[config.mk]
export PLATFORM = sky130hd
export DESIGN_NAME = fetch_s_tx
export DESIGN_NICKNAME = d
export VERILOG_FILES = /design/src/rtl/fetch_s_tx.sv
export SDC_FILE = /design/constraint.sdc
export NUM_CORES = 1
export LEC_CHECK = 0
export ABC_AREA = 0
export BUFFER_PORTS_ARGS = -buffer_cell sky130_fd_sc_hd__buf_2
export CAP_MARGIN = 30
export CORE_ASPECT_RATIO = 0.9
export CORE_UTILIZATION = 52
export DETAILED_ROUTE_END_ITERATION = 8
export PLACE_DENSITY = 0.66
export SLEW_MARGIN = 10
export SYNTH_ARGS = -nofsm -noshare
export SYNTH_HDL_FRONTEND = slang
export SYNTH_SLANG_ARGS = --single-unit
[constraint.sdc]
create_clock -name clk_sys -period 5.02 [get_ports clk_sys]
set_input_delay 0.753 -clock clk_sys [delete_from_list [all_inputs] [get_ports clk_sys]]
set_output_delay 0.753 -clock clk_sys [all_outputs]
set_load 0.005 [all_outputs]
[src/rtl/fetch_s_tx.sv]
// fetch_s_tx: slotted RS485 response transmitter.
// After a fire_sync, the block waits dev_id*SLOT_US microsecond strobes.
// It then drives a preamble and WORDS+2 serial words (header, data, checksum).
// It ends with a one-bit postamble.
// Each word goes out as a start bit (0), 16 data bits LSB first, and a stop bit (1).
//
// Ports:
//   clk_sys   in   system clock (rising edge)
//   rst_n     in   synchronous active-low reset
//   pluse_us  in   one-cycle strobe per microsecond
//   fire_sync in   starts one response frame (accepted only while idle)
//   dev_id    in   [3:0] slave address (slot delay and header)
//   dat       in   [15:0] upstream data word
//   dat_vld   in   dat holds a valid word
//   dat_rdy   out  one-cycle accept strobe for dat
//   tx_ctrl   out  RS485 driver enable
//   tx_a      out  serial data line (idles at 1)
//   tx_b      out  frame marker, high while header/data/checksum bits are driven
//   busy      out  high whenever the FSM is not idle
//   err_udf   out  sticky underflow flag (data word missing at load time)
module fetch_s_tx #(
    parameter int BIT_CLKS = 8,
    parameter int SLOT_US  = 100,
    parameter int WORDS    = 4
) (
    input  logic        clk_sys,
    input  logic        rst_n,
    input  logic        pluse_us,
    input  logic        fire_sync,
    input  logic [3:0]  dev_id,
    input  logic [15:0] dat,
    input  logic        dat_vld,
    output logic        dat_rdy,
    output logic        tx_ctrl,
    output logic        tx_a,
    output logic        tx_b,
    output logic        busy,
    output logic        err_udf
);

    typedef enum logic [2:0] {
        ST_IDLE = 3'd0,
        ST_WAIT = 3'd1,
        ST_PRE  = 3'd2,
        ST_WORD = 3'd3,
        ST_POST = 3'd4
    } state_t;

    localparam logic [8:0]  BIT_LAST   = 9'(BIT_CLKS - 1);
    localparam logic [8:0]  PRE_LAST   = 9'(2 * BIT_CLKS - 1);
    localparam logic [8:0]  DATA_WORDS = 9'(WORDS);
    localparam logic [8:0]  LAST_WORD  = 9'(WORDS + 1);
    localparam logic [7:0]  WORDS_B    = 8'(WORDS);
    localparam logic [31:0] SLOT_W     = 32'(SLOT_US);
    localparam logic [4:0]  STOP_BIT   = 5'd17;

    // Checksum accumulation, wrapping modulo 2^16.
    function automatic logic [15:0] csum_add(input logic [15:0] acc, input logic [15:0] val);
        csum_add = acc + val;
    endfunction

    state_t       state_r, state_s;
    logic [31:0]  us_cnt_r, us_cnt_s;
    logic [8:0]   clk_cnt_r, clk_cnt_s;
    logic [4:0]   bit_cnt_r, bit_cnt_s;
    logic [8:0]   word_cnt_r, word_cnt_s;
    logic [15:0]  word_r, word_s;
    logic [15:0]  csum_r, csum_s;
    logic [3:0]   id_r, id_s;
    logic         err_s;
    logic         rdy_s, ctrl_s, a_s, b_s, busy_s;
    logic [3:0]   didx_s;
    logic [31:0]  target_s;
    logic [15:0]  load_s;
    logic [15:0]  header_s;

    // Next-state, counter and next-output computation.
    always_comb begin
        state_s    = state_r;
        us_cnt_s   = us_cnt_r;
        clk_cnt_s  = clk_cnt_r;
        bit_cnt_s  = bit_cnt_r;
        word_cnt_s = word_cnt_r;
        word_s     = word_r;
        csum_s     = csum_r;
        id_s       = id_r;
        err_s      = err_udf;
        target_s   = {28'd0, id_r} * SLOT_W;
        header_s   = {4'hA, id_r, WORDS_B};
        // A missing word is replaced by zero; that zero also enters the checksum.
        load_s     = dat_vld ? dat : 16'h0000;

        case (state_r)
            ST_IDLE: begin
                if (fire_sync) begin
                    state_s  = ST_WAIT;
                    us_cnt_s = 32'd0;
                    err_s    = 1'b0;
                    id_s     = dev_id;
                end else begin
                    state_s = ST_IDLE;
                end
            end
            ST_WAIT: begin
                if (us_cnt_r == target_s) begin
                    state_s   = ST_PRE;
                    clk_cnt_s = 9'd0;
                end else if (pluse_us) begin
                    us_cnt_s = us_cnt_r + 32'd1;
                end else begin
                    us_cnt_s = us_cnt_r;
                end
            end
            ST_PRE: begin
                if (clk_cnt_r == PRE_LAST) begin
                    state_s    = ST_WORD;
                    clk_cnt_s  = 9'd0;
                    bit_cnt_s  = 5'd0;
                    word_cnt_s = 9'd0;
                    word_s     = header_s;
                    csum_s     = header_s;
                end else begin
                    clk_cnt_s = clk_cnt_r + 9'd1;
                end
            end
            ST_WORD: begin
                if (clk_cnt_r != BIT_LAST) begin
                    clk_cnt_s = clk_cnt_r + 9'd1;
                end else begin
                    clk_cnt_s = 9'd0;
                    if (bit_cnt_r != STOP_BIT) begin
                        bit_cnt_s = bit_cnt_r + 5'd1;
                    end else if (word_cnt_r == LAST_WORD) begin
                        state_s = ST_POST;
                    end else begin
                        // End of a stop bit: the next word starts with no gap.
                        bit_cnt_s  = 5'd0;
                        word_cnt_s = word_cnt_r + 9'd1;
                        if (word_cnt_r < DATA_WORDS) begin
                            word_s = load_s;
                            csum_s = csum_add(csum_r, load_s);
                            err_s  = err_udf | ~dat_vld;
                        end else begin
                            word_s = csum_r;
                        end
                    end
                end
            end
            ST_POST: begin
                if (clk_cnt_r == BIT_LAST) begin
                    state_s = ST_IDLE;
                end else begin
                    clk_cnt_s = clk_cnt_r + 9'd1;
                end
            end
            default: begin
                state_s = ST_IDLE;
            end
        endcase

        // Outputs are derived from next-state values so they register in step with the state.
        didx_s = bit_cnt_s[3:0] - 4'd1;
        ctrl_s = (state_s == ST_PRE) || (state_s == ST_WORD) || (state_s == ST_POST);
        b_s    = (state_s == ST_WORD);
        busy_s = (state_s != ST_IDLE);
        if (state_s == ST_WORD) begin
            if (bit_cnt_s == 5'd0) begin
                a_s = 1'b0;
            end else if (bit_cnt_s == STOP_BIT) begin
                a_s = 1'b1;
            end else begin
                a_s = word_s[didx_s];
            end
        end else begin
            a_s = 1'b1;
        end
        // dat_rdy is high during the last cycle of the stop bit that precedes a data word.
        rdy_s = (state_s == ST_WORD) && (bit_cnt_s == STOP_BIT) &&
                (clk_cnt_s == BIT_LAST) && (word_cnt_s < DATA_WORDS);
    end

    // State, counter and output registers with synchronous reset.
    always_ff @(posedge clk_sys) begin
        if (!rst_n) begin
            state_r    <= ST_IDLE;
            us_cnt_r   <= 32'd0;
            clk_cnt_r  <= 9'd0;
            bit_cnt_r  <= 5'd0;
            word_cnt_r <= 9'd0;
            word_r     <= 16'h0000;
            csum_r     <= 16'h0000;
            id_r       <= 4'd0;
            err_udf    <= 1'b0;
            dat_rdy    <= 1'b0;
            tx_ctrl    <= 1'b0;
            tx_a       <= 1'b1;
            tx_b       <= 1'b0;
            busy       <= 1'b0;
        end else begin
            state_r    <= state_s;
            us_cnt_r   <= us_cnt_s;
            clk_cnt_r  <= clk_cnt_s;
            bit_cnt_r  <= bit_cnt_s;
            word_cnt_r <= word_cnt_s;
            word_r     <= word_s;
            csum_r     <= csum_s;
            id_r       <= id_s;
            err_udf    <= err_s;
            dat_rdy    <= rdy_s;
            tx_ctrl    <= ctrl_s;
            tx_a       <= a_s;
            tx_b       <= b_s;
            busy       <= busy_s;
        end
    end

endmodule

==> results.ini, run 1 <==
[global_route]
use_met1 = 0.356
grt_pass1_wl_mm = 27.7
grt.met2_usage = 0.442
grt_pass1_vias = 5689
overflow = 0
grt_antenna_before_repair = 0
grt_usage = 0.267
top_usage_layer = met2
grt_max_degree = 58
use_met3 = 0.0438

[synth]
synthArstFlopShare = 0
syn_avg_cell_area_sq_um = 8.04
synth_warnings = 0
synth_seq_area_share = 0.307
synth_top_flop_cell = dfxtp_1
ys_types = 78
ys_ff_latch = 100
synth-edff-count = 0
syn_inst = 810
synth_nets = 872
synthesis.area_sq_um = 6510

[drt]
drc = 0
vias_per_cell = 6.03
drt-initial-drc-count = 405
vias = 5974
routed_wl_mm = 16.7
first_pass_iters = 5
wl_per_cell_um = 16.9
detail-route-antenna-nets = 0

[power]
power_frac_clock = 0.396
p_int_uw = 1210
pwr-share-comb = 0.115
sequentialPowerShare = 0.489
p_per_area_nw_per_um2 = 237
swShare = 0.275
power_leakage_uw = 0.00269
ir_drop_v = 0.000173
switchingPower_uw = 461

[worst_hold_path]
hp-class = register to register
hold_path_depth = 2

[floorplan]
initial_core_util = 0.537
pin_count = 31
core.rowCount = 38
core_area_sq_um = 12100
die_w_um = 120
die-area_sq_um = 13000
die_h_um = 108

[critical_path]
arrival_ns = 4.44
crit_fanout = 7
cp-end-kind = register
path_depth = 12
worst-path-buf-inv = 1
cp_slowest_cell = dfxtp_1
required_ns = 5.31
path_cells = ha_1 -> ha_1 -> inv_1 -> fa_1 -> xor2_1 -> nand4_1 -> nor4_2 -> nand3b_1 -> a311oi_1 -> or4b_1 -> nor4_1 -> and4_1
reg2reg_depth = 12
cp-start-kind = register
cpMostUsedCell = ha_1
path_delay_family = simple AND/OR/NAND/NOR gates
criticalPathCategory = register to register
cpPeakStageDelay_ns = 0.49

[finish]
fin_area_sq_um = 7060
drive_above_1_share = 0.100
layout_commonest_cell = nor2_1
final_core_util = 0.582
area_growth_pct = 8.35
num-fill-cells = 1165
nets = 887
multiInputGateArea_sq_um = 4260
seqCellArea_sq_um = 2000
antenna_cells = 0
most-common-layout-cells = 103 x nor2_1, 100 x dfxtp_1, 58 x nand2_1, 48 x a21oi_1, 44 x xnor2_1

[cts]
cts_buffers = 9
ctsRootBufferMaster = clkbuf_16
cts_max_path_buffers = 2
cts_tree = built
path_clk_slew_ns = 0.07
cts_hold_buf = 0
clock-sinks = 100
htreeDepth = 3
clk_latency_ns = 0.35
cts_setup_buffers = 0
cts_resized = 0

[run_status]
status = finished clean

[placed_design]
io_buffers = 30
place_hpwl_mm = 12.3
gp_congestion = 0.930
placed_cell_area_sq_um = 6770
pre_cts_ws_ns = 0.971

[job]
drv_cap = 0

[timing]
fin_ws_ns = 0.875
tns_ns = 0
relSlewSlack = 0.450
min_period_over_period = 0.826
fmax_mhz = 241
hold_violations = 0
slew_violations = 0
final-setup-viol-count = 0
period_needed_ns = 4.15
worst-slew-pin-transition_ns = 0.814
finalClockSkew_ns = 0.00963
rsz0062_at_grt = no

-- synthesized netlist by cell type, types with 3 or more instances --
master | count | area, sq um
nor2_1 | 103 | 387
dfxtp_1 | 100 | 2000
nand2_1 | 58 | 218
a21oi_1 | 48 | 240
xnor2_1 | 44 | 385
nand3_1 | 40 | 200
ha_1 | 35 | 438
and2_1 | 29 | 181
inv_1 | 29 | 109
o21ai_0 | 29 | 145
nor3_1 | 27 | 135
clkbuf_1 | 25 | 93.8
nor4_1 | 23 | 144
mux2i_1 | 19 | 190
and3_1 | 16 | 100
nand4_1 | 12 | 75.1
a31oi_1 | 11 | 68.8
mux2_2 | 10 | 113
a211oi_1 | 8 | 60.1
o21a_1 | 8 | 60.1
or3_1 | 8 | 50.1
a21o_1 | 7 | 52.6
nand2b_1 | 7 | 43.8
o211ai_1 | 7 | 52.6
xor2_1 | 7 | 61.3
buf_2 | 6 | 30.0
o31ai_1 | 6 | 45.0
nor3b_1 | 5 | 37.5
and4_1 | 4 | 35.0
o22ai_1 | 4 | 25.0
a221o_1 | 3 | 30.0
a311oi_1 | 3 | 26.3
a32oi_1 | 3 | 26.3
nand3b_1 | 3 | 22.5
o21bai_1 | 3 | 22.5
or2_2 | 3 | 18.8
or4_1 | 3 | 22.5
-- layer usage --
| metal | wire [um] | share of wire |
|---|---|---|
| met1 | 7940 | 0.47 |
| met4 | 309 | 0.018 |
| met3 | 763 | 0.046 |
| met2 | 7710 | 0.46 |
| met5 | 0 | 0 |
-- sequential cells by signal, summed over array words and instances (netlist names) --
signal	flops
busy	1
word_r	16
err_udf	1
tx_a	1
tx_b	1
us_cnt_r	32
clk_cnt_r	9
dat_rdy	1
id_r	4
tx_ctrl	1
csum_r	16
state_r	3
bit_cnt_r	5
word_cnt_r	9
-- kinds of logic after synthesis --
group | after synthesis | share of synthesized area
DFF | 100 | 0.307
adders and majority gates | 37 | 0.0734
muxes | 30 | 0.0499
AOI/OAI and AO/OA | 165 | 0.166
buffers and inverters | 64 | 0.0392
and+or+nand+nor | 363 | 0.296
xor gates and xnor gates | 51 | 0.0686
-- through the flow --
| stage | hold slack, ns | power (uW) | instances |
|---|---|---|---|
| finish | 0.482 | 1680 | 990 |
| global route | 0.495 | 1740 | 990 |
| CTS | 0.480 | 1690 | 989 |
| detailed placement | 0.465 | 1030 | 973 |
| global placement | 0.454 | 1020 | 973 |
| floorplan | 0.432 | 970 | 810 |
-- final timing paths --
| check | slack (ns) | end | startpoint |
|---|---|---|---|
| worst max-delay path | 0.87 | dat_rdy | id_r[1] |
| worst min-delay path | 0.48 | err_udf | err_udf |
| worst max register to register | 0.87 | dat_rdy | id_r[1] |
| worst min register to register | 0.48 | err_udf | err_udf |
-- worst register-to-register path: cells and delay by family (launching register included) --
family | cells | cell delay (ns)
AO/OA/AOI/OAI | 1 | 0.45
XOR/XNOR | 1 | 0.16
adder cells (fa/ha/maj) | 3 | 0.94
buffers and inverters | 1 | 0.07
flip-flops | 1 | 0.49
AND/OR/NAND/NOR | 6 | 1.98
-- power by group through the flow --
stage          clock (uW)  sequential [uW]  combinational (uW)
2_1_floorplan           0              830                 140
3_3_place_gp            0              835                 186
4_1_cts               679              818                 193
3_5_place_dp            0              837                 191
5_1_grt               705              820                 214
6_report              663              818                 193
-- final cells by class --
class | instances | area share
multi-input cells | 646 | 0.603
clock buffers | 9 | 0.0319
flip-flops and latches | 100 | 0.284
repair buffers | 37 | 0.0292
inverters | 31 | 0.0165
well taps | 160 | 0.0284
clock inverters | 7 | 0.00727
(Power assumes the default switching activity.)
==> inputs of run 2 (changes only) <==
--- a/config.mk
+++ b/config.mk
@@ -5,7 +5,7 @@
 export SDC_FILE = /design/constraint.sdc
 export NUM_CORES = 1
 export LEC_CHECK = 0
-export ABC_AREA = 0
+export ABC_AREA = 1
 export BUFFER_PORTS_ARGS = -buffer_cell sky130_fd_sc_hd__buf_2
 export CAP_MARGIN = 30
 export CORE_ASPECT_RATIO = 0.9
==> constraint.sdc (replaced) <==
create_clock -name clk_sys -period 4 [get_ports clk_sys]
set_input_delay 0.6 -clock clk_sys [delete_from_list [all_inputs] [get_ports clk_sys]]
set_output_delay 0.6 -clock clk_sys [all_outputs]
set_load 0.005 [all_outputs]
==> run 2 against run 1 <==
  * Non-clock buffer count unchanged
  * First-iteration DRC count increased by 49%
  * Sequential power increased by 26%
  * Via count increased by 17%
  * Total power increased by 33%
  * Largest cell class unchanged
==> results.ini, run 2 <==
[critical_path]
required_ns = 4.30
crit_fanout = 6
cpPeakStageDelay_ns = 0.45
criticalPathCategory = register to register
cp_slowest_cell = fa_1
cp-start-kind = register
cp-end-kind = register
worst-path-buf-inv = 1
cpMostUsedCell = nand2_1
arrival_ns = 3.48
path_depth = 17
path_delay_family = simple AND/OR/NAND/NOR gates
reg2reg_depth = 17
path_cells = ha_1 -> ha_1 -> inv_1 -> fa_1 -> nand2_1 -> nand4_1 -> nor2_1 -> nand3_1 -> nor2_1 -> nand2_1 -> nand2_1 -> nand2_1 -> o21ai_0 -> nand2_1 -> nor2_1 -> nand3_1 -> nor2_1

[timing]
rsz0062_at_grt = no
worst-slew-pin-transition_ns = 0.821
fin_ws_ns = 0.820
period_needed_ns = 3.18
slew_violations = 0
tns_ns = 0
min_period_over_period = 0.795
fmax_mhz = 315
hold_violations = 0
finalClockSkew_ns = 0.00964
relSlewSlack = 0.452
final-setup-viol-count = 0

[cts]
clk_latency_ns = 0.36
cts_max_path_buffers = 2
htreeDepth = 3
path_clk_slew_ns = 0.07
cts_buffers = 9
clock-sinks = 100
cts_resized = 0
cts_hold_buf = 0
cts_tree = built
ctsRootBufferMaster = clkbuf_16
cts_setup_buffers = 0

[drt]
vias = 6984
vias_per_cell = 5.42
drc = 0
drt-initial-drc-count = 605
first_pass_iters = 5
wl_per_cell_um = 14.3
routed_wl_mm = 18.4
detail-route-antenna-nets = 0

[synth]
ys_ff_latch = 100
syn_inst = 1100
syn_avg_cell_area_sq_um = 6.30
synth_top_flop_cell = dfxtp_1
synth_xor_area_frac = 0.0366
synth_fa_ha_area_frac = 0.0689
synth_mux_area_frac = 0
synth_top_area_cell = dfxtp_1
synth_top_cells_by_count = 292 x nand2_1, 121 x nor2_1, 120 x inv_1
synth.top_cell.area_share = 0.289
yosysMostFrequentCell = nand2_1
ys_types = 44
synth_nets = 1162
yosys.area_share.simple = 0.376
synth_seq_area_share = 0.289
synthArstFlopShare = 0
synth-compound-area-share = 0.143
synthesis.area_sq_um = 6940
synth-edff-count = 0
synth_warnings = 0
synthTopCellsByArea = dfxtp_1 29%, nand2_1 16%, a21oi_1 6.6%
synth_top_family_by_area = simple AND/OR/NAND/NOR gates

[placed_design]
place_hpwl_mm = 13.9
gp_congestion = 0.926
pre_cts_ws_ns = 0.890
io_buffers = 30
dp.cells = 1274

[global_route]
grt_antenna_before_repair = 0
overflow = 0
grt_usage = 0.283
grt_pass1_vias = 6318
grt_pass1_wl_mm = 30.7
grt_max_degree = 45

[worst_hold_path]
hp-class = register to register
hold_path_depth = 2

[finish]
largest_reg_flops = 32
area_growth_pct = 8.53
antenna_cells = 0
nets = 1183
largest_register = us_cnt_r
layout_commonest_cell = nand2_1
final_cells = 1289
most-common-layout-cells = 292 x nand2_1, 121 x nor2_1, 119 x inv_1, 100 x dfxtp_1, 92 x a21oi_1
reg_top3 = us_cnt_r (32), csum_r (16), word_r (16)
num-fill-cells = 1337
final_core_util = 0.587
drive_above_1_share = 0.0880

[power]
p_per_area_nw_per_um2 = 295
ir_drop_v = 0.000235
power.total_uw = 2220
power_leakage_uw = 0.00325

[floorplan]
core_area_sq_um = 12800
pin_count = 31
die_w_um = 124
die_h_um = 112
core.rowCount = 39
die-area_sq_um = 13800
initial_core_util = 0.540

[job]
drv_cap = 0

[run_status]
status = finished clean

==> run 2: changes by cell type after synthesis, moves of 18 or more <==
cell     delta
xnor2_1    -31
inv_1      +91
nand3_1    +42
and2_1     -29
mux2i_1    -19
a21oi_1    +44
o21ai_0    +38
nor2_1     +18
nand2_1   +234
==> run 2: path summary, 6_finish.rpt <==
| check | slack, ns | end | from |
|---|---|---|---|
| max | 0.82 | dat_rdy | id_r[0] |
| min | 0.48 | word_r[3] | word_r[3] |
| max reg2reg | 0.82 | dat_rdy | id_r[0] |
| min reg2reg | 0.48 | word_r[3] | word_r[3] |
==> run 2: layout make-up <==
type                    count  area [sq um]  share of cell area
repair buffers             37           203              0.0269
clock inverters             3          46.3             0.00615
flip-flops and latches    100          2000               0.266
multi-input cells         844          4330               0.575
clock buffers              12           256              0.0341
well taps                 164           205              0.0273
inverters                 129           484              0.0643
==> run 2: metal layers <==
metal / GRT usage / up-vias / wire (um)
met3: 0.0512 / 21 / 1000
li1: - / 3627 / -
met4: 0.0635 / 0 / 258
met2: 0.425 / 174 / 7650
met5: 0 / - / 0
met1: 0.415 / 3162 / 9460
==> run 2: worst register-to-register path, stage by stage, from the launching register on <==
cell	delay, ns
dfxtp_1	0.44
ha_1	0.27
ha_1	0.21
inv_1	0.07
fa_1	0.45
nand2_1	0.09
nand4_1	0.09
nor2_1	0.12
nand3_1	0.08
nor2_1	0.16
nand2_1	0.08
nand2_1	0.15
nand2_1	0.18
o21ai_0	0.38
nand2_1	0.09
nor2_1	0.10
nand3_1	0.08
nor2_1	0.08
==> run 2: per-stage QoR <==
stage	area, sq um	hold WS [ns]
6_report	7530	0.484
5_1_grt	7530	0.505
4_1_cts	7530	0.480
3_5_place_dp	7220	0.471
3_3_place_gp	7220	0.463
2_1_floorplan	6940	0.449
==> run 2: cell families (layout without fill, tap and decap cells) <==
| kind of cell | count (synthesis) | after routing |
|---|---|---|
| compound gates | 185 | 185 |
| xor+xnor | 29 | 29 |
| fa+ha+maj | 37 | 37 |
| buf+inv | 156 | 181 |
| flops | 100 | 100 |
| simple gates | 593 | 593 |
==> run 2: power breakdown <==
group	switching (uW)	internal (uW)
clock network	403	518
logic	183	92.2
registers	16.1	1010
